**config.mk**
```make
export PLATFORM = sky130hd
export DESIGN_NAME = pipeline_hazard_ctrl_flat
export DESIGN_NICKNAME = d
export VERILOG_FILES = /design/src/rtl/pipeline_hazard_ctrl_pkg.sv /design/src/rtl/pipeline_hazard_ctrl_if.sv /design/src/rtl/pipeline_hazard_ctrl_mem_req_fsm.sv /design/src/rtl/pipeline_hazard_ctrl.sv /design/src/flat_wrapper.sv
export SDC_FILE = /design/constraint.sdc
export NUM_CORES = 1
export LEC_CHECK = 0
export BUFFER_PORTS_ARGS = -buffer_cell sky130_fd_sc_hd__buf_2
export CAP_MARGIN = 40
export CORE_UTILIZATION = 43
export CTS_CLUSTER_DIAMETER = 60
export DETAILED_ROUTE_END_ITERATION = 10
export GPL_ROUTABILITY_DRIVEN = 1
export PLACE_DENSITY = 0.87
export SETUP_SLACK_MARGIN = 0.05
export SLEW_MARGIN = 25
export SYNTH_ARGS = -nofsm -noshare
export SYNTH_HDL_FRONTEND = slang
export SYNTH_HIERARCHICAL = 1
export SYNTH_SLANG_ARGS = --single-unit
export TNS_END_PERCENT = 5
```
**constraint.sdc**
```tcl
create_clock -name clock -period 4.3 [get_ports clock]
set_input_delay 0.86 -clock clock [delete_from_list [all_inputs] [get_ports clock]]
set_output_delay 0.86 -clock clock [all_outputs]
set_load 0.1 [all_outputs]
```
**src/rtl/pipeline_hazard_ctrl_pkg.sv**
```systemverilog
// rtl/pipeline_hazard_ctrl_pkg.sv - shared encodings and helpers for the hazard controller
// Contents: forward-select encodings, req/ack FSM state encodings with
// data-path (D_*) and fetch-path (F_*) aliases, register match helpers.
package pipeline_hazard_ctrl_pkg;

   typedef enum logic [1:0] {
      FWD_RF = 2'b00,
      FWD_M  = 2'b01,
      FWD_WB = 2'b10
   } fwd_sel_e;

   typedef enum logic [1:0] {
      ST_IDLE    = 2'd0,
      ST_WAIT    = 2'd1,
      ST_DISCARD = 2'd2
   } req_state_e;

   // Both memory paths share one FSM; these name its states per path.
   localparam req_state_e D_IDLE    = ST_IDLE;
   localparam req_state_e D_WAIT    = ST_WAIT;
   localparam req_state_e F_IDLE    = ST_IDLE;
   localparam req_state_e F_WAIT    = ST_WAIT;
   localparam req_state_e F_DISCARD = ST_DISCARD;

   // $0 is hardwired zero, so it never aliases a producer.
   function automatic logic reg_match(input logic [4:0] src, input logic [4:0] dst);
      return (src != 5'd0) && (src == dst);
   endfunction

   // The M result is younger than WB, so it takes priority.
   function automatic fwd_sel_e fwd_select(input logic [4:0] src,
                                           input logic       m_we,
                                           input logic [4:0] m_rd,
                                           input logic       wb_we,
                                           input logic [4:0] wb_rd);
      if (m_we && reg_match(src, m_rd))
         return FWD_M;
      else if (wb_we && reg_match(src, wb_rd))
         return FWD_WB;
      else
         return FWD_RF;
   endfunction

endpackage

```
**src/rtl/pipeline_hazard_ctrl_if.sv**
```systemverilog
// rtl/pipeline_hazard_ctrl_if.sv - pipeline status/control bundle for the hazard controller
// master: pipeline side (drives register numbers, control bits, acks, flush request)
// slave : controller side (drives requests, stalls, flushes, forward selects, perf count)
interface pipeline_hazard_ctrl_if;
   logic [4:0]  ID_Rs, ID_Rt, EX_Rs, EX_Rt;
   logic        ID_NeedRs, ID_NeedRt, EX_NeedRs, EX_NeedRt;
   logic [4:0]  EX_RtRd, M_RtRd, WB_RtRd;
   logic        EX_RegWrite, M_RegWrite, WB_RegWrite, M_MemRead, M_MemWrite;
   logic        IMem_Ack, DMem_Ack, ALU_Busy, Exc_Flush;
   logic        IMem_Req, DMem_Req;
   logic        IF_Stall, ID_Stall, EX_Stall, M_Stall, WB_Stall;
   logic        IF_Flush, ID_Flush, EX_Flush;
   logic [1:0]  ID_RsFwdSel, ID_RtFwdSel, EX_RsFwdSel, EX_RtFwdSel;
   logic [31:0] Perf_StallCycles;

   modport master (
      output ID_Rs, ID_Rt, EX_Rs, EX_Rt,
      output ID_NeedRs, ID_NeedRt, EX_NeedRs, EX_NeedRt,
      output EX_RtRd, M_RtRd, WB_RtRd,
      output EX_RegWrite, M_RegWrite, WB_RegWrite, M_MemRead, M_MemWrite,
      output IMem_Ack, DMem_Ack, ALU_Busy, Exc_Flush,
      input  IMem_Req, DMem_Req,
      input  IF_Stall, ID_Stall, EX_Stall, M_Stall, WB_Stall,
      input  IF_Flush, ID_Flush, EX_Flush,
      input  ID_RsFwdSel, ID_RtFwdSel, EX_RsFwdSel, EX_RtFwdSel,
      input  Perf_StallCycles
   );

   modport slave (
      input  ID_Rs, ID_Rt, EX_Rs, EX_Rt,
      input  ID_NeedRs, ID_NeedRt, EX_NeedRs, EX_NeedRt,
      input  EX_RtRd, M_RtRd, WB_RtRd,
      input  EX_RegWrite, M_RegWrite, WB_RegWrite, M_MemRead, M_MemWrite,
      input  IMem_Ack, DMem_Ack, ALU_Busy, Exc_Flush,
      output IMem_Req, DMem_Req,
      output IF_Stall, ID_Stall, EX_Stall, M_Stall, WB_Stall,
      output IF_Flush, ID_Flush, EX_Flush,
      output ID_RsFwdSel, ID_RtFwdSel, EX_RsFwdSel, EX_RtFwdSel,
      output Perf_StallCycles
   );
endinterface

```
**src/rtl/pipeline_hazard_ctrl_mem_req_fsm.sv**
```systemverilog
// rtl/pipeline_hazard_ctrl_mem_req_fsm.sv - req/ack memory handshake FSM (module mem_req_fsm)
// Ports: clock, reset (sync active-high); want (access needed this cycle),
// ack (memory ack), discard (abandon an outstanding access); req (request
// level), stall (stage must hold: access incomplete or word being discarded).
module mem_req_fsm
   import pipeline_hazard_ctrl_pkg::*;
(
   input  logic clock,
   input  logic reset,
   input  logic want,
   input  logic ack,
   input  logic discard,
   output logic req,
   output logic stall
);

   req_state_e state, state_next;

   always_ff @(posedge clock) begin
      if (reset)
         state <= ST_IDLE;
      else
         state <= state_next;
   end

   always_comb begin
      state_next = state;
      req        = 1'b0;
      stall      = 1'b0;
      case (state)
         ST_IDLE: begin
            req = want;
            if (want && !ack)
               state_next = ST_WAIT;
         end
         ST_WAIT: begin
            req = 1'b1;
            if (ack)
               state_next = ST_IDLE;
            else if (discard)
               state_next = ST_DISCARD;
         end
         ST_DISCARD: begin
            // Request dropped, but the memory still owes one ack; that word
            // is swallowed, so the stage stays held through the ack cycle.
            stall = 1'b1;
            if (ack)
               state_next = ST_IDLE;
         end
         default: state_next = ST_IDLE;
      endcase
      if (state != ST_DISCARD)
         stall = req & ~ack;
      if (reset) begin
         req   = 1'b0;
         stall = 1'b0;
      end
   end

endmodule

```
**src/rtl/pipeline_hazard_ctrl.sv**
```systemverilog
// rtl/pipeline_hazard_ctrl.sv - 5-stage pipeline hazard, forwarding and memory-wait controller
// Ports: clock, reset (sync active-high), bus (pipeline_hazard_ctrl_if.slave):
// stage register numbers/need bits, in-flight control bits, memory acks,
// ALU busy and exception flush in; memory requests, stage stalls/flushes,
// operand forward selects and stall-cycle count out.
// Option: define HAZARD_PERF_CNT_EN to build the IF stall-cycle counter;
// otherwise Perf_StallCycles is tied to 0.
module pipeline_hazard_ctrl
   import pipeline_hazard_ctrl_pkg::*;
(
   input logic                   clock,
   input logic                   reset,
   pipeline_hazard_ctrl_if.slave bus
);

   logic dmem_want, dmem_req, imem_req;
   logic m_stall, fetch_stall;
   logic id_data_stall, ex_data_stall;
   logic ex_stall, id_stall, if_stall;
   logic flush;

   assign dmem_want = bus.M_MemRead | bus.M_MemWrite;

   // Data accesses are never abandoned, even by an exception flush.
   mem_req_fsm u_data_fsm (
      .clock   (clock),
      .reset   (reset),
      .want    (dmem_want),
      .ack     (bus.DMem_Ack),
      .discard (1'b0),
      .req     (dmem_req),
      .stall   (m_stall)
   );

   mem_req_fsm u_fetch_fsm (
      .clock   (clock),
      .reset   (reset),
      .want    (1'b1),
      .ack     (bus.IMem_Ack),
      .discard (bus.Exc_Flush),
      .req     (imem_req),
      .stall   (fetch_stall)
   );

   // ID must wait for an EX producer (no EX->ID path) and for a load in M.
   assign id_data_stall =
        (bus.ID_NeedRs && ((bus.EX_RegWrite && reg_match(bus.ID_Rs, bus.EX_RtRd)) ||
                           (bus.M_MemRead   && reg_match(bus.ID_Rs, bus.M_RtRd))))
      | (bus.ID_NeedRt && ((bus.EX_RegWrite && reg_match(bus.ID_Rt, bus.EX_RtRd)) ||
                           (bus.M_MemRead   && reg_match(bus.ID_Rt, bus.M_RtRd))));

   assign ex_data_stall =
        (bus.EX_NeedRs && bus.M_MemRead && reg_match(bus.EX_Rs, bus.M_RtRd))
      | (bus.EX_NeedRt && bus.M_MemRead && reg_match(bus.EX_Rt, bus.M_RtRd));

   assign flush = bus.Exc_Flush & ~reset;

   // Data hazards are moot when the stage is being squashed; structural
   // holds (memory wait, busy ALU) still apply and chain toward IF.
   assign ex_stall = ~reset & (m_stall | bus.ALU_Busy | (ex_data_stall & ~bus.Exc_Flush));
   assign id_stall = ex_stall | (~reset & id_data_stall & ~bus.Exc_Flush);
   assign if_stall = id_stall | fetch_stall;

   assign bus.IMem_Req = imem_req;
   assign bus.DMem_Req = dmem_req;
   assign bus.IF_Stall = if_stall;
   assign bus.ID_Stall = id_stall;
   assign bus.EX_Stall = ex_stall;
   assign bus.M_Stall  = m_stall;
   assign bus.WB_Stall = 1'b0;
   assign bus.IF_Flush = flush;
   assign bus.ID_Flush = flush;
   assign bus.EX_Flush = flush;

   assign bus.ID_RsFwdSel = reset ? FWD_RF :
      fwd_select(bus.ID_Rs, bus.M_RegWrite, bus.M_RtRd, bus.WB_RegWrite, bus.WB_RtRd);
   assign bus.ID_RtFwdSel = reset ? FWD_RF :
      fwd_select(bus.ID_Rt, bus.M_RegWrite, bus.M_RtRd, bus.WB_RegWrite, bus.WB_RtRd);
   assign bus.EX_RsFwdSel = reset ? FWD_RF :
      fwd_select(bus.EX_Rs, bus.M_RegWrite, bus.M_RtRd, bus.WB_RegWrite, bus.WB_RtRd);
   assign bus.EX_RtFwdSel = reset ? FWD_RF :
      fwd_select(bus.EX_Rt, bus.M_RegWrite, bus.M_RtRd, bus.WB_RegWrite, bus.WB_RtRd);

`ifdef HAZARD_PERF_CNT_EN
   logic [31:0] stall_cycles;

   // Free-running; wraps from all-ones to zero.
   always_ff @(posedge clock) begin
      if (reset)
         stall_cycles <= '0;
      else if (if_stall)
         stall_cycles <= stall_cycles + 32'd1;
   end

   assign bus.Perf_StallCycles = stall_cycles;
`else
   assign bus.Perf_StallCycles = 32'd0;
`endif

endmodule
```
**src/flat_wrapper.sv**
```systemverilog
// flat-port wrapper written by rule: the top's interface ports become plain ports
module pipeline_hazard_ctrl_flat import pipeline_hazard_ctrl_pkg::*;
  (clock, reset, bus_ID_Rs, bus_ID_Rt, bus_EX_Rs, bus_EX_Rt, bus_ID_NeedRs, bus_ID_NeedRt, bus_EX_NeedRs, bus_EX_NeedRt, bus_EX_RtRd, bus_M_RtRd, bus_WB_RtRd, bus_EX_RegWrite, bus_M_RegWrite, bus_WB_RegWrite, bus_M_MemRead, bus_M_MemWrite, bus_IMem_Ack, bus_DMem_Ack, bus_ALU_Busy, bus_Exc_Flush, bus_IMem_Req, bus_DMem_Req, bus_IF_Stall, bus_ID_Stall, bus_EX_Stall, bus_M_Stall, bus_WB_Stall, bus_IF_Flush, bus_ID_Flush, bus_EX_Flush, bus_ID_RsFwdSel, bus_ID_RtFwdSel, bus_EX_RsFwdSel, bus_EX_RtFwdSel, bus_Perf_StallCycles);
  pipeline_hazard_ctrl_if bus_i ();
  input logic clock;
  input logic reset;
  input wire logic [$bits(bus_i.ID_Rs)-1:0] bus_ID_Rs;
  input wire logic [$bits(bus_i.ID_Rt)-1:0] bus_ID_Rt;
  input wire logic [$bits(bus_i.EX_Rs)-1:0] bus_EX_Rs;
  input wire logic [$bits(bus_i.EX_Rt)-1:0] bus_EX_Rt;
  input wire logic [$bits(bus_i.ID_NeedRs)-1:0] bus_ID_NeedRs;
  input wire logic [$bits(bus_i.ID_NeedRt)-1:0] bus_ID_NeedRt;
  input wire logic [$bits(bus_i.EX_NeedRs)-1:0] bus_EX_NeedRs;
  input wire logic [$bits(bus_i.EX_NeedRt)-1:0] bus_EX_NeedRt;
  input wire logic [$bits(bus_i.EX_RtRd)-1:0] bus_EX_RtRd;
  input wire logic [$bits(bus_i.M_RtRd)-1:0] bus_M_RtRd;
  input wire logic [$bits(bus_i.WB_RtRd)-1:0] bus_WB_RtRd;
  input wire logic [$bits(bus_i.EX_RegWrite)-1:0] bus_EX_RegWrite;
  input wire logic [$bits(bus_i.M_RegWrite)-1:0] bus_M_RegWrite;
  input wire logic [$bits(bus_i.WB_RegWrite)-1:0] bus_WB_RegWrite;
  input wire logic [$bits(bus_i.M_MemRead)-1:0] bus_M_MemRead;
  input wire logic [$bits(bus_i.M_MemWrite)-1:0] bus_M_MemWrite;
  input wire logic [$bits(bus_i.IMem_Ack)-1:0] bus_IMem_Ack;
  input wire logic [$bits(bus_i.DMem_Ack)-1:0] bus_DMem_Ack;
  input wire logic [$bits(bus_i.ALU_Busy)-1:0] bus_ALU_Busy;
  input wire logic [$bits(bus_i.Exc_Flush)-1:0] bus_Exc_Flush;
  output wire logic [$bits(bus_i.IMem_Req)-1:0] bus_IMem_Req;
  output wire logic [$bits(bus_i.DMem_Req)-1:0] bus_DMem_Req;
  output wire logic [$bits(bus_i.IF_Stall)-1:0] bus_IF_Stall;
  output wire logic [$bits(bus_i.ID_Stall)-1:0] bus_ID_Stall;
  output wire logic [$bits(bus_i.EX_Stall)-1:0] bus_EX_Stall;
  output wire logic [$bits(bus_i.M_Stall)-1:0] bus_M_Stall;
  output wire logic [$bits(bus_i.WB_Stall)-1:0] bus_WB_Stall;
  output wire logic [$bits(bus_i.IF_Flush)-1:0] bus_IF_Flush;
  output wire logic [$bits(bus_i.ID_Flush)-1:0] bus_ID_Flush;
  output wire logic [$bits(bus_i.EX_Flush)-1:0] bus_EX_Flush;
  output wire logic [$bits(bus_i.ID_RsFwdSel)-1:0] bus_ID_RsFwdSel;
  output wire logic [$bits(bus_i.ID_RtFwdSel)-1:0] bus_ID_RtFwdSel;
  output wire logic [$bits(bus_i.EX_RsFwdSel)-1:0] bus_EX_RsFwdSel;
  output wire logic [$bits(bus_i.EX_RtFwdSel)-1:0] bus_EX_RtFwdSel;
  output wire logic [$bits(bus_i.Perf_StallCycles)-1:0] bus_Perf_StallCycles;
  assign bus_i.ID_Rs = bus_ID_Rs;
  assign bus_i.ID_Rt = bus_ID_Rt;
  assign bus_i.EX_Rs = bus_EX_Rs;
  assign bus_i.EX_Rt = bus_EX_Rt;
  assign bus_i.ID_NeedRs = bus_ID_NeedRs;
  assign bus_i.ID_NeedRt = bus_ID_NeedRt;
  assign bus_i.EX_NeedRs = bus_EX_NeedRs;
  assign bus_i.EX_NeedRt = bus_EX_NeedRt;
  assign bus_i.EX_RtRd = bus_EX_RtRd;
  assign bus_i.M_RtRd = bus_M_RtRd;
  assign bus_i.WB_RtRd = bus_WB_RtRd;
  assign bus_i.EX_RegWrite = bus_EX_RegWrite;
  assign bus_i.M_RegWrite = bus_M_RegWrite;
  assign bus_i.WB_RegWrite = bus_WB_RegWrite;
  assign bus_i.M_MemRead = bus_M_MemRead;
  assign bus_i.M_MemWrite = bus_M_MemWrite;
  assign bus_i.IMem_Ack = bus_IMem_Ack;
  assign bus_i.DMem_Ack = bus_DMem_Ack;
  assign bus_i.ALU_Busy = bus_ALU_Busy;
  assign bus_i.Exc_Flush = bus_Exc_Flush;
  assign bus_IMem_Req = bus_i.IMem_Req;
  assign bus_DMem_Req = bus_i.DMem_Req;
  assign bus_IF_Stall = bus_i.IF_Stall;
  assign bus_ID_Stall = bus_i.ID_Stall;
  assign bus_EX_Stall = bus_i.EX_Stall;
  assign bus_M_Stall = bus_i.M_Stall;
  assign bus_WB_Stall = bus_i.WB_Stall;
  assign bus_IF_Flush = bus_i.IF_Flush;
  assign bus_ID_Flush = bus_i.ID_Flush;
  assign bus_EX_Flush = bus_i.EX_Flush;
  assign bus_ID_RsFwdSel = bus_i.ID_RsFwdSel;
  assign bus_ID_RtFwdSel = bus_i.ID_RtFwdSel;
  assign bus_EX_RsFwdSel = bus_i.EX_RsFwdSel;
  assign bus_EX_RtFwdSel = bus_i.EX_RtFwdSel;
  assign bus_Perf_StallCycles = bus_i.Perf_StallCycles;
  pipeline_hazard_ctrl u_core (.clock(clock), .reset(reset), .bus(bus_i));
endmodule
```
After elaboration in Yosys (flattened, before gate mapping)
Cells that the tools add are included.

cells by class
  bitwise logic cells = 18
  mux-type cells = 30
  equality and inequality tests = 21
  reduce and logical (&&, ||, !) cells = 42

operators with widths
  kind                                                    count
  equality test 5 bit                                     10
  two-way mux 2 bit                                       18
  logical AND 1 bit                                       29
  nonzero test 5 bit                                      4
  inequality test 2 bit (second input constant)           5
  two-way mux 1 bit                                       9
  AND 1 bit                                               7
  OR 1 bit                                                7
  case mux 2 bit (3 select lines)                         1
  equality test 2 x 1 -> 1 bit (second input constant)    2
  equality test 2 bit (second input constant)             2
  zero test 2 bit                                         2
  NOT 1 bit                                               4
  case mux 2 bit (2 select lines)                         1
  OR reduction 2 bit                                      2
  inequality test 3 bit (second input constant)           1
  AND reduction 3 bit                                     1
  logical OR 1 bit                                        2
  inequality test 2 x 1 -> 1 bit (second input constant)  1
  case mux 1 bit (2 select lines)                         1
  AND reduction 2 bit                                     1
  zero test 1 bit                                         1

storage, ports and cells
  flip-flop bits (word level) = 4
  output and inout bits = 50
  input bits = 50
  logic and storage cells = 113

Longest topological paths before layout
Gate-level depths: netlist (run 1).

  depth in word-level cells = 10
  depth in mapped cells = 7
  gate-level depth less buffers = 7

Hierarchy
Netlist (run 1), hierarchy kept.

modules (own cells, without submodules)
  module                cells an instance  area each (um^2)  sequential area each (um^2)  times used
  pipeline_hazard_ctrl  144                1,071.0           0.0                          1
  mem_req_fsm           11                 92.6              40.0                         2

Worst setup path after synthesis (run 1)
Ideal clock, no wire load.

  path kind = input to output
  start = input bus_EX_Rs[1]
  end = output bus_EX_RsFwdSel[1]
  path buffers = 0
  data required time = 3,440 ps
  data arrival time = 6,298 ps
  stages = 4
  slack = -2,858 ps
  path through = or4_1 > nor2_2 > nor4_2 > a2111oi_0

between the ends
  longest elaborated chain between the ends = 6
  elaborated cells between the ends (all ways) = 10
  classes of those cells = eq/ne (2); mux (3); reduce/logical (5)

ends and longest elaborated chain
  what                                                       line                            source
  start, declared                                            flat_wrapper.sv:9               input wire logic [$bits(bus_i.EX_Rs)-1:0] bus_EX_Rs;
  equality test 5 bit or nonzero test 5 bit (tied branches)  pipeline_hazard_ctrl_pkg.sv:27  return (src != 5'd0) && (src == dst);
  logical AND 1 bit                                          pipeline_hazard_ctrl_pkg.sv:27
  logical AND 1 bit                                          pipeline_hazard_ctrl_pkg.sv:38  else if (wb_we && reg_match(src, wb_rd))
  two-way mux 2 bit                                          pipeline_hazard_ctrl_pkg.sv:38
  two-way mux 2 bit *                                        pipeline_hazard_ctrl_pkg.sv:36  if (m_we && reg_match(src, m_rd))
  two-way mux 2 bit *                                        pipeline_hazard_ctrl.sv:79      assign bus.EX_RsFwdSel = reset ? FWD_RF :
  end, declared                                              flat_wrapper.sv:39              output wire logic [$bits(bus_i.EX_RsFwdSel)-1:0] bus_EX_RsFwdSel;

Every way passes the cells marked *; elsewhere a longest branch is shown, timed or not.

Final worst setup path (run 1)
  start = input bus_EX_Rs[1]
  end = output bus_IF_Stall

between the ends
  longest elaborated chain between the ends = 9
  elaborated cells between the ends (all ways) = 10
  classes of those cells = eq/ne (1); bitwise (6); reduce/logical (3)

ends and longest elaborated chain
  what                                                       line                            source
  equality test 5 bit or nonzero test 5 bit (tied branches)  pipeline_hazard_ctrl_pkg.sv:27
  logical AND 1 bit *                                        pipeline_hazard_ctrl_pkg.sv:27
  logical AND 1 bit *                                        pipeline_hazard_ctrl.sv:53      (bus.EX_NeedRs && bus.M_MemRead && reg_match(bus.EX_Rs, bus.M_RtRd))
  OR 1 bit *                                                 pipeline_hazard_ctrl.sv:54      | (bus.EX_NeedRt && bus.M_MemRead && reg_match(bus.EX_Rt, bus.M_RtRd));
  AND 1 bit *                                                pipeline_hazard_ctrl.sv:60      assign ex_stall = ~reset & (m_stall | bus.ALU_Busy | (ex_data_stall & ~bus.Exc_Flush));
  OR 1 bit *                                                 pipeline_hazard_ctrl.sv:60
  AND 1 bit *                                                pipeline_hazard_ctrl.sv:60
  OR 1 bit *                                                 pipeline_hazard_ctrl.sv:61      assign id_stall = ex_stall | (~reset & id_data_stall & ~bus.Exc_Flush);
  OR 1 bit *                                                 pipeline_hazard_ctrl.sv:62      assign if_stall = id_stall | fetch_stall;
  end, declared                                              flat_wrapper.sv:29              output wire logic [$bits(bus_i.IF_Stall)-1:0] bus_IF_Stall;

Marks and branches as above.

==> results of run 1 <==
==> synth_stat cells <==
cell and count:
a2111oi_0 1, a211oi_1 2, a21oi_1 7, a22oi_2 1
a32oi_1 2, and2_1 2, and3b_1 2, and3b_2 1
buf_4 35, clkbuf_1 5, conb_1 2, dfxtp_1 4
nand2_1 4, nand2b_1 3, nand3_1 6, nand3b_1 2
nand4_1 4, nor2_1 6, nor2_2 1, nor2_4 1
nor2b_1 3, nor3_1 6, nor4_1 4, nor4_2 2
o22ai_1 1, o22ai_2 1, or2_1 1, or2_2 1
or3_1 3, or4_1 1, or4_2 1, or4_4 1
xnor2_1 24, xor2_1 26
==> worst min-delay path, stage by stage, from the launching register on <==
cell and delay, ns:
dfxtp_1 0.32, nand3b_1 0.09, a211oi_1 0.07
==> layer usage <==
layer | wire (µm) | global-route usage | vias to the layer above
li1 | - | - | 620
met1 | 1300 | 0.251 | 562
met2 | 1470 | 0.345 | 68
met3 | 265 | 0.0488 | 0
met4 | 0 | 0.0383 | 0
met5 | 0 | 0 | -
==> sequential cells by signal (all words and copies together) (netlist names) <==
name and count:
u_core/u_fetch_fsm/state 2, u_core/u_data_fsm/state 2
==> cell families (layout without fill, tap and decap cells) <==
logic type	Yosys count	in the layout	share of synthesized area
compound gates	15	15	0.0857
xor+xnor	50	50	0.349
buf+inv	40	69	0.224
flops	4	4	0.0637
other cells	2	36	0.00598
simple gates	55	55	0.272
==> how the worst max path moves through the flow <==
| stage | end | slack, ns | cells past startpoint |
|---|---|---|---|
| after CTS | bus_IF_Stall | 0.68 | 8 |
| after global placement | bus_IF_Stall | 0.71 | 8 |
| after detailed placement | bus_IF_Stall | 0.69 | 8 |
| after floorplan | bus_IF_Stall | -0.06 | 7 |
| final | bus_IF_Stall | 0.69 | 8 |
| after global routing | bus_IF_Stall | 0.59 | 8 |
==> cell type report <==
| type | instances | area, µm² |
|---|---|---|
| clock buffers | 3 | 22.5 |
| fillers | 279 | 1230 |
| multi-input cells | 156 | 1060 |
| flip-flops and latches | 4 | 80.1 |
| well taps | 31 | 38.8 |
| repair buffers | 66 | 330 |
==> report_power, final <==
group	total [mW]	internal, mW	switching, mW
sequential	0.0400	0.0387	0.00123
combinational	0.291	0.0575	0.234
clock	0.0476	0.0313	0.0163
==> cells in the final DEF (no fill, tap or decap), types with 2 or more instances in the layout <==
cell | Yosys | routed
nand2_1 | 4 | 4
a211oi_1 | 2 | 2
nor4_2 | 2 | 2
xor2_1 | 26 | 26
nand4_1 | 4 | 4
or3_1 | 3 | 3
nand2b_1 | 3 | 3
xnor2_1 | 24 | 24
nand3b_1 | 2 | 2
buf_2 | 0 | 66
dfxtp_1 | 4 | 4
nor2_1 | 6 | 6
nand3_1 | 6 | 6
conb_1 | 2 | 36
clkbuf_4 | 0 | 3
a32oi_1 | 2 | 2
a21oi_1 | 7 | 6
and2_1 | 2 | 2
nor2b_1 | 3 | 3
nor3_1 | 6 | 6
nor4_1 | 4 | 4
and3b_1 | 2 | 2
==> metrics by stage <==
stage | util | setup WS, ns | setup TNS, ns | area [µm²] | hold slack, ns
detailed placement | 0.547 | 0.686 | 0 | 1510 | 0.517
finish | 0.555 | 0.695 | 0 | 1530 | 0.526
CTS | 0.555 | 0.685 | 0 | 1530 | 0.525
floorplan | - | -0.0595 | -0.118 | 1420 | 0.485
global route | 0.555 | 0.588 | 0 | 1530 | 0.597
global placement | 0.547 | 0.713 | 0 | 1510 | 0.508
==> impl_metrics.env, run 1 <==
export IMPL_critPathRequiredTime_ns=3.44
export IMPL_boundaryPins=100
export IMPL_dp_cells=257
export IMPL_hold_path_end="u_core/u_fetch_fsm/state[1]"
export IMPL_die_area_um2=3140
export IMPL_critical_path_most_common_cell="buf_2"
export IMPL_n_antenna_cell=0
export IMPL_hp_start="u_core/u_fetch_fsm/state[0]"
export IMPL_ys_ff_latch=4
export IMPL_core_um2=2760
export IMPL_cts_sinks=4
export IMPL_slew_violations=0
export IMPL_period_share=0.838
export IMPL_gp_congestion=0.783
export IMPL_route_detailed_drc=0
export IMPL_wl_per_cell_um=11.7
export IMPL_r2r_start="u_core/u_data_fsm/state[0]"
export IMPL_clk_pin_slew_worst_paths_ns=0.04
export IMPL_crit_arrival_ns=2.75
export IMPL_first_pass_iters=6
export IMPL_dr_total_vias=1250
export IMPL_grtUsageTotal=0.200
export IMPL_grt_ovfl_total=0
export IMPL_seq_area_frac_synth=0.0637
export IMPL_cts_buffer_depth=2
export IMPL_hold_path_class="reg2reg"
export IMPL_startpoint_type="input port"
export IMPL_dieHeight_um=56.1
export IMPL_detail_route_antenna_nets=0
export IMPL_crit_buf_inv=2
export IMPL_total_power_mw=0.379
export IMPL_rsz0062_at_grt="no"
export IMPL_grt_max_degree=13
export IMPL_cpLargestDelayFamily="simple AND/OR/NAND/NOR gates"
export IMPL_synth_area_leader_cell="buf_4"
export IMPL_r2r_setup_slack_ns=3.50
export IMPL_chipWidth_um=56.1
export IMPL_clk_latency_ns=0.24
export IMPL_portBuffers=66
export IMPL_drv_cap=0
export IMPL_synth_cell_area_um2=1260
export IMPL_fin_skew_ns=0.0000433
export IMPL_yosysTopAreaCellShare=0.209
export IMPL_end_kind="output pin"
export IMPL_grt_pass1_vias=1137
export IMPL_ys_warn_count=6
export IMPL_viasPerCell=4.81
export IMPL_routed_wl_um=3040
export IMPL_hold_depth=2
export IMPL_grt_pass1_wl_um=5040
export IMPL_outcome="finished clean"
export IMPL_power_density_nw_per_um2=247
export IMPL_crit_slowest_cell="or4_1"
export IMPL_crit_type="in2out"
export IMPL_cts_setup_buffers=0
export IMPL_vdd_drop_max_mv=0.223
export IMPL_worstSetupStartpoint="bus_EX_Rs[1]"
export IMPL_post_dp_hpwl_um=2610
export IMPL_start_util=0.456
export IMPL_ys_types=34
export IMPL_drive_gt1_frac=0.354
export IMPL_cts_resized_gates=0
export IMPL_syn2layout_area_growth_pct=21.9
export IMPL_cts_hold_buf=0
export IMPL_nNetsFinal=281
export IMPL_fmax_mhz=277
export IMPL_synthTopCellsByArea="buf_4 (21%), xor2_1 (18%), xnor2_1 (17%), dfxtp_1 (6.4%), a21oi_1 (2.8%)"
export IMPL_cts_root_buf="clkbuf_4"
export IMPL_avgSynthCellArea_um2=7.57
export IMPL_final_cells=260
export IMPL_path_cells="buf_2 -> or4_1 -> nor2_2 -> nor4_2 -> a22oi_2 -> o22ai_4 -> or3_1 -> buf_2"
export IMPL_reg2reg_to="u_core/u_data_fsm/state[1]"
export IMPL_initialDrtViolationCount=31
export IMPL_cts_made_buffers=3
export IMPL_hold_viol=0
export IMPL_rows=19
export IMPL_period_needed_ns=3.61
export IMPL_r2r_cells=2
export IMPL_p_leak_nw=0.724
export IMPL_htree_levels=1
export IMPL_synthCells=166
export IMPL_path_max_fanout=3
export IMPL_antenna_found_initial=0
export IMPL_setup_viol=0
export IMPL_cpPeakStageDelay_ns=0.53
export IMPL_cts_tree="built"
Note: power is estimated with default switching activity, not from simulation.
==> inputs of run 2 (changes only) <==
ABC_AREA = 1   (was unset)
CORE_UTILIZATION = 39   (was 43)
PLACE_DENSITY = 0.79   (was 0.87)
clock period = 3.26 ns   (was 4.3 ns; I/O delays follow)
==> run 2 against run 1 <==
Net effect: setup slack worse by 0.17 ns; non-clock buffer count stayed put; final cell count is 43% higher; sequential power is 32% higher; critical path depth is 1 higher; total power is 48% higher; combinational power is 38% higher; register-to-register slack worse by 0.97 ns; via count is 34% higher; clock skew hardly changed; critical endpoint is now bus_EX_RsFwdSel[1]; largest power group unchanged; highest routed layer is now met4.
==> impl_metrics.env, run 2 <==
export IMPL_cts_hold_buf=0
export IMPL_drive_gt1_frac=0.258
export IMPL_grt_pass1_vias=1408
export IMPL_final_util=0.485
export IMPL_outcome="finished clean"
export IMPL_ys_async_sr_fraction=0
export IMPL_period_share=0.838
export IMPL_crit_type="in2out"
export IMPL_final_common_cell="buf_2"
export IMPL_fin_skew_ns=0.0000526
export IMPL_yosysTopAreaCellShare=0.178
export IMPL_dieHeight_um=63.6
export IMPL_cts_tree="built"
export IMPL_detail_route_antenna_nets=0
export IMPL_slew_violations=0
export IMPL_critPathRequiredTime_ns=2.61
export IMPL_antenna_found_initial=0
export IMPL_grtUsageTotal=0.187
export IMPL_nNetsFinal=377
export IMPL_cts_buffer_depth=2
export IMPL_initialDrtViolationCount=105
export IMPL_period_needed_ns=2.73
export IMPL_clk_pin_slew_worst_paths_ns=0.03
export IMPL_rsz0062_at_grt="no"
export IMPL_clkPwrFrac=0.189
export IMPL_wl_per_cell_um=9.91
export IMPL_vdd_drop_max_mv=0.125
export IMPL_gp_congestion=0.897
export IMPL_rows=22
export IMPL_synth_edf_count=0
export IMPL_cts_made_buffers=3
export IMPL_portBuffers=66
export IMPL_path_max_fanout=13
export IMPL_p_leak_nw=1.05
export IMPL_ys_ff_latch=4
export IMPL_core_um2=3660
export IMPL_syn2layout_area_growth_pct=20.0
export IMPL_register_area_um2=80.1
export IMPL_top_regs="u_core/u_data_fsm/state x2, u_core/u_fetch_fsm/state x2"
export IMPL_hold_path_class="reg2reg"
export IMPL_cts_sinks=4
export IMPL_hold_slack_ns=0.510
export IMPL_fmax_mhz=366
export IMPL_p_comb_frac=0.717
export IMPL_cts_setup_buffers=0
export IMPL_sw_frac_of_total=0.633
export IMPL_ys_warn_count=6
export IMPL_dr_total_vias=1677
export IMPL_fillers=425
export IMPL_cts_root_buf="clkbuf_8"
export IMPL_setup_viol=0
export IMPL_chipWidth_um=63.6
export IMPL_htree_levels=1
export IMPL_layout_common_cells="buf_2 (66), nand2_1 (56), conb_1 (37)"
export IMPL_die_area_um2=4040
export IMPL_grt_pass1_wl_um=6070
export IMPL_n_antenna_cell=0
export IMPL_hold_viol=0
export IMPL_grt_max_degree=14
export IMPL_drv_cap=0
export IMPL_ys_flop_type="dfxtp_1"
export IMPL_end_kind="output pin"
export IMPL_first_pass_iters=4
export IMPL_power_switching_mw=0.356
export IMPL_synth_area_leader_cell="buf_4"
export IMPL_routed_wl_um=3700
export IMPL_startpoint_type="input port"
export IMPL_post_dp_hpwl_um=3250
export IMPL_cts_resized_gates=0
export IMPL_boundaryPins=100
export IMPL_viasPerCell=4.50
export IMPL_yosysMostFrequentCell="nand2_1"
export IMPL_clk_latency_ns=0.22
export IMPL_synthTopCellsByArea="buf_4 (18%), nand2_1 (14%), xnor2_1 (10%), inv_1 (9.1%), nor2_1 (6.6%)"
export IMPL_start_util=0.404
export IMPL_multi_input_area_um2=1110
export IMPL_route_detailed_drc=0
export IMPL_fin_area_um2=1770
export IMPL_ys_types=32
export IMPL_synthCells=259
export IMPL_p_int_mw=0.206
export IMPL_avgSynthCellArea_um2=5.71
export IMPL_seq_power_share=0.094
export IMPL_synth_common_cells="nand2_1 (56), inv_1 (36), buf_4 (35), nor2_1 (26), nand3_1 (19)"
export IMPL_fin_tns_setup_ns=0
export IMPL_crit_arrival_ns=2.08
export IMPL_placed_area_um2=1730
export IMPL_seq_area_frac_synth=0.0541
export IMPL_power_density_nw_per_um2=316
export IMPL_synth_cell_area_um2=1480
export IMPL_grt_ovfl_total=0
-- run 2: metal layers --
| layer | vias to the layer above | global-route usage | routed length (µm) |
|---|---|---|---|
| met2 | 72 | 0.310 | 1780 |
| met5 | - | 0 | 0 |
| met3 | 6 | 0.0181 | 226 |
| met4 | 0 | 0.0795 | 53 |
| met1 | 724 | 0.242 | 1640 |
| li1 | 875 | - | - |
-- run 2: critical path: stages --
cell      delay [ns]
buf_2           0.18
inv_2           0.08
nand2_1         0.11
a21oi_1         0.14
o221ai_1        0.12
nor3_1          0.13
nand4_1         0.13
nor2_1          0.10
buf_2           0.44
-- run 2: cells by family after synthesis --
group | Yosys count | synth area share
and+or+nand+nor | 124 | 0.390
buffers and inverters | 78 | 0.288
xor gates and xnor gates | 28 | 0.166
AOI/OAI and AO/OA | 23 | 0.0965
DFF | 4 | 0.0541
other | 2 | 0.00508
-- run 2: path summary, 6_finish.rpt --
| path | end | depth (start not counted) | slack (ns) | start |
|---|---|---|---|---|
| setup reg to reg | u_core/u_fetch_fsm/state[0] | 3 | 2.53 | u_core/u_fetch_fsm/state[1] |
| hold / removal | u_core/u_fetch_fsm/state[0] | 2 | 0.51 | u_core/u_fetch_fsm/state[0] |
| setup / recovery | bus_EX_RsFwdSel[1] | 9 | 0.53 | reset |
| hold reg to reg | u_core/u_fetch_fsm/state[0] | 2 | 0.51 | u_core/u_fetch_fsm/state[0] |
-- run 2: cell type report --
| cell class | count | area share |
|---|---|---|
| Clock buffer | 3 | 0.0233 |
| Inverter | 40 | 0.0846 |
| Multi-Input combinational cell | 212 | 0.627 |
| Sequential cell | 4 | 0.0451 |
| Tap cell | 48 | 0.0339 |
| Timing Repair Buffer | 66 | 0.186 |
-- run 2: through the flow --
step / total power [mW] / setup WS [ns] / cells
5_1_grt: 0.593 / 0.399 / 373
6_report: 0.561 / 0.528 / 373
3_3_place_gp: 0.451 / 0.562 / 370
4_1_cts: 0.564 / 0.531 / 373
3_5_place_dp: 0.454 / 0.541 / 370
2_1_floorplan: 0.413 / -0.262 / 294
-- run 2: power groups by stage --
stage | Combinational, mW | Clock, mW | Sequential (mW)
3_5_place_dp | 0.401 | 0 | 0.0535
2_1_floorplan | 0.360 | 0 | 0.0533
5_1_grt | 0.427 | 0.112 | 0.0533
6_report | 0.402 | 0.106 | 0.0529
4_1_cts | 0.401 | 0.110 | 0.0529
3_3_place_gp | 0.397 | 0 | 0.0535
==> inputs of run 3 (changes only) <==
clock period = 2.23 ns   (was 3.26 ns; I/O delays follow)
==> run 3 against run 2 <==
Net effect: design area rose by 11%; worst hold slack improved by 0.019 ns; clock power rose by 46%; routed wire length rose by 7.6%; largest power group unchanged; critical endpoint is now bus_IF_Stall; flip-flop and latch count did not move; clock skew barely moved; critical path depth rose by 2.
==> impl_metrics.env, run 3 (synthesis results as in run 2) <==
export IMPL_outcome="finished clean"
export IMPL_final_util=0.540
export IMPL_end_kind="output pin"
export IMPL_fin_tns_setup_ns=0
export IMPL_startpoint_type="input port"
export IMPL_nNetsFinal=378
export IMPL_top_regs="u_core/u_data_fsm/state x2, u_core/u_fetch_fsm/state x2"
export IMPL_rows=22
export IMPL_clkPwrFrac=0.182
export IMPL_cts_hold_buf=0
export IMPL_grt_max_degree=13
export IMPL_clk_pin_slew_worst_paths_ns=0.03
export IMPL_n_antenna_cell=0
export IMPL_cts_tree="built"
export IMPL_grt_pass1_wl_um=6350
export IMPL_start_util=0.404
export IMPL_cts_setup_buffers=0
export IMPL_fin_area_um2=1980
export IMPL_htree_levels=1
export IMPL_p_comb_frac=0.727
export IMPL_final_common_cell="buf_2"
export IMPL_routed_wl_um=3970
export IMPL_path_max_fanout=4
export IMPL_grt_pass1_vias=1435
export IMPL_post_dp_hpwl_um=3470
export IMPL_crit_type="in2out"
export IMPL_cts_buffer_depth=2
export IMPL_viasPerCell=4.49
export IMPL_setup_viol=0
export IMPL_dr_total_vias=1680
export IMPL_cts_made_buffers=3
export IMPL_crit_arrival_ns=1.67
export IMPL_placed_area_um2=1920
export IMPL_wl_per_cell_um=10.6
export IMPL_gp_congestion=0.919
export IMPL_p_int_mw=0.322
export IMPL_critical_path_most_common_cell="nand2_2"
export IMPL_portBuffers=66
export IMPL_critPathRequiredTime_ns=1.78
export IMPL_sw_frac_of_total=0.622
export IMPL_period_needed_ns=2.12
export IMPL_syn2layout_area_growth_pct=33.7
export IMPL_hold_viol=0
export IMPL_drv_cap=0
export IMPL_core_um2=3660
export IMPL_p_leak_nw=1.09
export IMPL_die_area_um2=4040
export IMPL_boundaryPins=100
export IMPL_detail_route_antenna_nets=0
export IMPL_fmax_mhz=472
export IMPL_power_density_nw_per_um2=431
export IMPL_rsz0062_at_grt="yes"
export IMPL_clk_latency_ns=0.22
export IMPL_drive_gt1_frac=0.282
export IMPL_chipWidth_um=63.6
export IMPL_cts_root_buf="clkbuf_8"
export IMPL_vdd_drop_max_mv=0.175
export IMPL_cpPeakStageDelay_ns=0.31
export IMPL_grt_ovfl_total=0
export IMPL_layout_common_cells="buf_2 (55), nand2_1 (53), conb_1 (37)"
export IMPL_antenna_found_initial=0
export IMPL_initialDrtViolationCount=105
export IMPL_slew_violations=0
export IMPL_grtUsageTotal=0.198
export IMPL_route_detailed_drc=0
export IMPL_fin_skew_ns=0.000189
export IMPL_period_share=0.951
export IMPL_first_pass_iters=4
export IMPL_seq_power_share=0.091
export IMPL_crit_slowest_cell="or2_2"
export IMPL_hold_path_class="reg2reg"
export IMPL_dieHeight_um=63.6
export IMPL_path_cells="buf_2 -> or2_2 -> inv_1 -> a21oi_2 -> nand3_1 -> nand2_2 -> nor2_1 -> nand2_1 -> nand2_2 -> nand3_2 -> buf_12"
export IMPL_power_switching_mw=0.530
export IMPL_cts_sinks=4
run 3: routing by layer:
metal  vias to the layer above  track usage  share of wire
met5                         -            0              0
met4                         0       0.0227              0
met3                         0       0.0236          0.065
met2                        70        0.367           0.50
met1                       732        0.246           0.43
li1                        878            -              -
run 3: cell type report:
class | instances | area (µm²)
Inverter | 40 | 150
Clock buffer | 3 | 41.3
Sequential cell | 4 | 80.1
Multi-Input combinational cell | 212 | 1140
Tap cell | 48 | 60.1
Timing Repair Buffer | 67 | 503
Fill cell | 377 | 1680
run 3: power groups by stage:
stage | sequential, mW | combinational [mW] | clock (mW)
after CTS | 0.0776 | 0.615 | 0.157
after global routing | 0.0781 | 0.653 | 0.170
final | 0.0778 | 0.620 | 0.155
after global placement | 0.0782 | 0.608 | 0
after floorplan | 0.0780 | 0.529 | 0
after detailed placement | 0.0784 | 0.614 | 0
run 3: worst max-delay path, delay by kind of cell:
family / cells / cell delay [ns]
buffers and inverters: 3 / 0.38
and+or+nand+nor: 7 / 0.78
AOI/OAI and AO/OA: 1 / 0.06
run 3: final timing paths:
path                                                   from                     endpoint  slack [ns]  cells after the start
worst min-delay path             u_core/u_data_fsm/state[0]   u_core/u_data_fsm/state[0]        0.53                      2
worst max-delay path                          bus_M_MemRead                 bus_IF_Stall        0.11                     11
worst min register to register   u_core/u_data_fsm/state[0]   u_core/u_data_fsm/state[0]        0.53                      2
worst max register to register  u_core/u_fetch_fsm/state[1]  u_core/u_fetch_fsm/state[0]        1.43                      3
run 3: what timing repair did:
action	4_1_cts	5_1_grt
resized for setup	0	5
hold endpoints to repair	0	0
endpoints found under the setup margin	0	6
run 3: per-stage QoR:
step | total power, mW | setup WS, ns | instances | hold slack (ns)
global placement | 0.686 | 0.104 | 371 | 0.499
finish | 0.852 | 0.110 | 374 | 0.529
global route | 0.901 | 0.0210 | 374 | 0.543
detailed placement | 0.692 | 0.0900 | 371 | 0.510
CTS | 0.850 | 0.0829 | 374 | 0.522
floorplan | 0.607 | -0.486 | 294 | 0.480
